File: config.mk
export PLATFORM = sky130hd
export DESIGN_NAME = ahb_mst_mux
export DESIGN_NICKNAME = d
export VERILOG_FILES = /design/src/rtl/ahb_mst_mux.sv
export SDC_FILE = /design/constraint.sdc
export NUM_CORES = 1
export LEC_CHECK = 0
export BUFFER_PORTS_ARGS = -buffer_cell sky130_fd_sc_hd__buf_2
export CORE_AREA = 5 5 179 181
export CTS_BUF_LIST = sky130_fd_sc_hd__clkbuf_16
export DETAILED_ROUTE_END_ITERATION = 10
export DIE_AREA = 0 0 184 186
export PLACE_DENSITY = 0.48
export SETUP_SLACK_MARGIN = 0.2
export SLEW_MARGIN = 20
export SYNTH_ARGS = -nofsm -noshare
export SYNTH_HDL_FRONTEND = slang
export SYNTH_SLANG_ARGS = --single-unit
export TNS_END_PERCENT = 30
File: constraint.sdc
create_clock -name HCLK -period 3 [get_ports HCLK]
set_input_delay 0.3 -clock HCLK [delete_from_list [all_inputs] [get_ports HCLK]]
set_output_delay 0.3 -clock HCLK [all_outputs]
set_load 0.03 [all_outputs]
File: src/rtl/ahb_mst_mux.sv
// AHB master-side multiplexer: routes the arbiter-selected master's address phase and tracks the data-phase owner.
// Optional per-master completed-transfer counters are built when AHB_MUX_TRANS_CNT_EN is defined.
`ifndef AHB_BUS_WIDTH
`define AHB_BUS_WIDTH 32
`endif

module ahb_mst_mux #(
    parameter int NUM_MST = 4,
    parameter int AW      = 32,
    parameter int DW      = `AHB_BUS_WIDTH
) (
    input  logic                  HCLK,
    input  logic                  HRST,
    input  logic [NUM_MST*AW-1:0] HADDR_i,
    input  logic [NUM_MST*DW-1:0] HWDATA_i,
    input  logic [NUM_MST*2-1:0]  HTRANS_i,
    input  logic [NUM_MST*3-1:0]  HSIZE_i,
    input  logic [NUM_MST*3-1:0]  HBURST_i,
    input  logic [NUM_MST*4-1:0]  HPROT_i,
    input  logic [NUM_MST-1:0]    HWRITE_i,
    input  logic [3:0]            HMASTER_i,
    input  logic                  HREADY_i,
    input  logic                  HRESP_i,
    output logic [AW-1:0]         HADDR_o,
    output logic [DW-1:0]         HWDATA_o,
    output logic [1:0]            HTRANS_o,
    output logic [2:0]            HSIZE_o,
    output logic [2:0]            HBURST_o,
    output logic [3:0]            HPROT_o,
    output logic                  HWRITE_o,
    output logic [NUM_MST-1:0]    HRESP_o,
    output logic                  DP_VLD_o,
    output logic [3:0]            DP_MST_o,
    output logic                  MST_ERR_o,
    input  logic                  CNT_CLR_i,
    output logic [NUM_MST*16-1:0] CNT_o
);

    localparam logic [4:0] NUM_MST_W = 5'(NUM_MST);

    // All 16 HMASTER codes get a slot; unused slots read as zero, which yields IDLE and zero controls.
    logic [AW-1:0] w_addr  [16];
    logic [DW-1:0] w_wdata [16];
    logic [1:0]    w_trans [16];
    logic [2:0]    w_size  [16];
    logic [2:0]    w_burst [16];
    logic [3:0]    w_prot  [16];
    logic          w_write [16];
    logic          w_sel_bad;

    logic [3:0]    r_dp_mst;
    logic          r_dp_vld;
    logic          r_dp_bad;
    logic          r_mst_err;

    genvar g;
    for (g = 0; g < 16; g++) begin : g_slot
        if (g < NUM_MST) begin : g_used
            assign w_addr[g]  = HADDR_i[g*AW +: AW];
            assign w_wdata[g] = HWDATA_i[g*DW +: DW];
            assign w_trans[g] = HTRANS_i[g*2 +: 2];
            assign w_size[g]  = HSIZE_i[g*3 +: 3];
            assign w_burst[g] = HBURST_i[g*3 +: 3];
            assign w_prot[g]  = HPROT_i[g*4 +: 4];
            assign w_write[g] = HWRITE_i[g];
        end else begin : g_empty
            assign w_addr[g]  = '0;
            assign w_wdata[g] = '0;
            assign w_trans[g] = 2'b00;
            assign w_size[g]  = 3'b000;
            assign w_burst[g] = 3'b000;
            assign w_prot[g]  = 4'b0000;
            assign w_write[g] = 1'b0;
        end
    end

    assign w_sel_bad = ({1'b0, HMASTER_i} >= NUM_MST_W);

    assign HADDR_o  = w_addr[HMASTER_i];
    assign HTRANS_o = w_trans[HMASTER_i];
    assign HSIZE_o  = w_size[HMASTER_i];
    assign HBURST_o = w_burst[HMASTER_i];
    assign HPROT_o  = w_prot[HMASTER_i];
    assign HWRITE_o = w_write[HMASTER_i];

    // Data-phase owner tracking; holds through wait states.
    always_ff @(posedge HCLK) begin
        if (HRST) begin
            r_dp_mst  <= 4'd0;
            r_dp_vld  <= 1'b0;
            r_dp_bad  <= 1'b0;
            r_mst_err <= 1'b0;
        end else if (HREADY_i) begin
            r_dp_mst <= HMASTER_i;
            r_dp_vld <= w_trans[HMASTER_i][1];
            r_dp_bad <= w_sel_bad;
            if (w_sel_bad) begin
                r_mst_err <= 1'b1;
            end
        end
    end

    // Write data follows the data-phase owner; a bad owner drives zero.
    always_comb begin
        if (r_dp_bad) begin
            HWDATA_o = '0;
        end else begin
            HWDATA_o = w_wdata[r_dp_mst];
        end
    end

    for (g = 0; g < NUM_MST; g++) begin : g_resp
        assign HRESP_o[g] = HRESP_i & r_dp_vld & (r_dp_mst == 4'(g));
    end

    assign DP_VLD_o  = r_dp_vld;
    assign DP_MST_o  = r_dp_mst;
    assign MST_ERR_o = r_mst_err;

`ifdef AHB_MUX_TRANS_CNT_EN
    logic [15:0] r_cnt [NUM_MST];

    // Saturating completed-transfer counters; clear wins over increment.
    always_ff @(posedge HCLK) begin
        if (HRST || CNT_CLR_i) begin
            for (int m = 0; m < NUM_MST; m++) begin
                r_cnt[m] <= 16'd0;
            end
        end else begin
            for (int m = 0; m < NUM_MST; m++) begin
                if (r_dp_vld && !r_dp_bad && HREADY_i && (r_dp_mst == 4'(m))
                    && (r_cnt[m] != 16'hFFFF)) begin
                    r_cnt[m] <= r_cnt[m] + 16'd1;
                end
            end
        end
    end

    for (g = 0; g < NUM_MST; g++) begin : g_cnt
        assign CNT_o[g*16 +: 16] = r_cnt[g];
    end
`else
    logic w_cnt_clr_unused;
    assign w_cnt_clr_unused = CNT_CLR_i;
    assign CNT_o = '0;
`endif

endmodule

==> results_dict.tcl <==
set metrics [dict create \
    clkSinkCount 7 \
    clockRootBuffer "clkbuf_16" \
    arrival_ns 1.99 \
    global_route.usage.met2_pct 17.4 \
    detail_route.wirelength_mm 16.9 \
    critical_path_peak_fanout 29 \
    initialDrtViolationCount 82 \
    cell_with_the_largest_stage_delay_on_the_worst_path "mux4_2" \
    floorplan.die.width_um 184 \
    p_leak_nw 2.80 \
    criticalPathCategory "flop to output pin" \
    cp.required_ns 2.70 \
    synth_largest_type_area_fraction_pct 50.6 \
    htree_num_levels 1 \
    dieArea_sq_um 34200 \
    design.final.nets 986 \
    final-max-slew-violation-count 0 \
    count_of_pins_on_the_block_boundary 468 \
    number_of_global_route_vias_before_repair 3978 \
    timing.critical_path.from_type "flop" \
    grt_pass1_wl_mm 22.5 \
    final_antenna_net_count 0 \
    synth_top_cells_by_area "mux4_2 (51%), buf_4 (15%), and2_1 (8.6%)" \
    final-hold-violation-count 0 \
    seq_area_frac_synth_pct 4.38 \
    routed-via-count 3754 \
    viasPerCell 3.52 \
    io_buffer_count 402 \
    post_synth_mux_area_share_pct 55.8 \
    crit_path_max_incr_delay_ns 0.58 \
    largest_family_of_logic_cells_by_synthesized_area "multiplexers" \
    measured_slew_at_the_worst_slew_check_pin_ns 0.777 \
    grt_antenna_before_repair 7 \
    cts_made_buffers 3 \
    detailedPlacementHpwl_mm 15.6 \
    synth_compound_area_share_pct 0.664 \
    initial_utilization_pct 10.6 \
    totalNegativeSetupSlack_ns 0 \
    fin_skew_ns 0 \
    filler_cell_count 3447 \
    synth_simple_gate_area_share_pct 17.9 \
    hold_buffers 0 \
    place_congestion 0.770 \
    power.density_nw_per_um2 233 \
    min-delay-path-class "input port to flop" \
    min_period_over_period_pct 76.2 \
    core_region_sq_um 30300 \
    area_of_the_multi_input_gates_sq_um 2630 \
    flow.area_growth_from_synthesis_pct 71.5 \
    clock_insertion_delay_worst_skew_ns 0.23 \
    worst_slew_margin_rel_pct 48.2 \
    finalSetupViolations 0 \
    met1_usage_pct 8.40 \
    synth_area_sq_um 3200 \
    grt_start_max_net_pins 33 \
    post_synth_xor_area_fraction_pct 0 \
    post-route-drc-count 0 \
    firstDrtPassIters 6 \
    synth_cells 279 \
    tritoncts "done" \
    vdd_drop_max_uv 106 \
    post_synth.cell_area_avg_sq_um 11.5 \
    synth_warnings 0 \
    drt-wirelength-per-cell_um 15.9 \
    cp_endpoint_kind "output pin" \
    netlist-cell-type-count 24 \
    grt_setup_unrepaired "false" \
    post-synth-top-area-cell "mux4_2" \
    ff_latch_area_sq_um 143 \
    drive_above_1_share_pct 73.5 \
    grtUsageTotal_pct 8.68 \
    post-cts-setup-buffer-count 0 \
    clk_transition_reported_paths_ns 0.04 \
    ys_seq_elements 7 \
    final_cells 1066 \
    utilization_pct 18.1 \
    die_y_um 186 \
    post_synth_fa_ha_maj_area_fraction_pct 0 \
    finalCriticalPeriod_ns 2.29 \
    cp_cell_sequence "buf_12, mux4_2, nor2b_1, buf_2" \
    clock_tree_buffer_depth 2 \
    numPlacedInstances 1060 \
    global_route.overflow_total 0 \
    globalRouteMet3Util_pct 3.26 \
    outcome "finished, final reports clean" \
    max_freq_mhz 437 \
    std_cell_rows 64 \
    max-cap-violations 0 \
    global_route.peak_usage_layer "met2" \
    post_cts.resized_instances 0 \
]
-- metal layers --
metal	vias to the layer above	routed length [um]
met3	14	2200
met1	1740	5140
met5	-	53
met4	8	197
met2	276	9320
li1	1716	-
-- cells in the mapped netlist, drive strengths merged --
| cell | instances |
|---|---|
| a21oi | 1 |
| nor3b | 1 |
| nand2 | 3 |
| dfxtp | 7 |
| a311oi | 1 |
| and3 | 1 |
| clkbuf | 8 |
| nor4bb | 1 |
| a211oi | 1 |
| or2 | 1 |
| mux2 | 1 |
| nand3 | 1 |
| buf | 82 |
| and2 | 44 |
| conb | 1 |
| or3 | 2 |
| nor2 | 10 |
| mux4 | 76 |
| mux2i | 5 |
| nor2b | 32 |
-- worst max-delay path, delay by kind of cell (launching register included) --
kind                   cells  cell delay (ns)
DFF                        1             0.50
buffers and inverters      2             0.48
muxes                      1             0.58
and+or+nand+nor            1             0.16
-- sequential cells by signal, summed over array words and instances, names as in the netlist --
register   flops
MST_ERR_o      1
r_dp_bad       1
DP_VLD_o       1
DP_MST_o       4
-- cell families after synthesis --
kind of cell	count (synthesis)
muxes	82
AOI/OAI and AO/OA	3
DFF	7
and+or+nand+nor	96
other	1
buffers and inverters	90
-- final cells by class --
class | instances | share of cell area, %
diodes | 2 | 0.0912
multi-input cells | 245 | 47.9
clock inverters | 1 | 0.0684
repair buffers | 412 | 39.0
well taps | 396 | 9.02
clock buffers | 3 | 1.37
flip-flops and latches | 7 | 2.60
-- metrics by stage --
stage          hold slack [ns]  power [mW]  setup slack [ns]  instance area (sq um)
2_1_floorplan            0.372       0.779              1.02                   3440
3_3_place_gp             0.453        1.06             0.738                   5410
3_5_place_dp             0.461        1.07             0.721                   5410
4_1_cts                  0.366        1.30             0.644                   5490
5_1_grt                  0.371        1.37             0.586                   5490
6_report                 0.371        1.28             0.713                   5490
-- power breakdown --
group | switching, mW | internal, mW | total [mW]
combinational | 0.514 | 0.425 | 0.939
clock | 0.0502 | 0.173 | 0.224
sequential | 0.0163 | 0.100 | 0.116
-- final timing paths --
kind	slack, ns	cells after the start	end	start
hold / removal	0.37	3	DP_MST_o[2]	HMASTER_i[2]
hold reg to reg	0.47	2	MST_ERR_o	MST_ERR_o
setup reg to reg	1.86	2	DP_MST_o[1]	DP_MST_o[1]
setup / recovery	0.71	4	HWDATA_o[27]	DP_MST_o[0]
-- placed cells by master (no fill, tap or decap) --
cell / n
buf_2: 401
mux4_2: 72
conb_1: 64
and2_1: 44
nor2b_1: 32
nor2_1: 9
buf_4: 7
dfxtp_1: 5
mux2i_1: 5
mux4_1: 4
buf_12: 4
nand2_1: 3
clkbuf_16: 3
diode_2: 2
dfxtp_2: 2
or3_1: 2
mux2_2: 1
nor2_4: 1
nand3_1: 1
or2_0: 1
nor4bb_1: 1
and3_1: 1
nor3b_1: 1
a311oi_1: 1
a211oi_1: 1
a21oi_1: 1
inv_1: 1
Note: power is estimated with default switching activity, not from simulation.
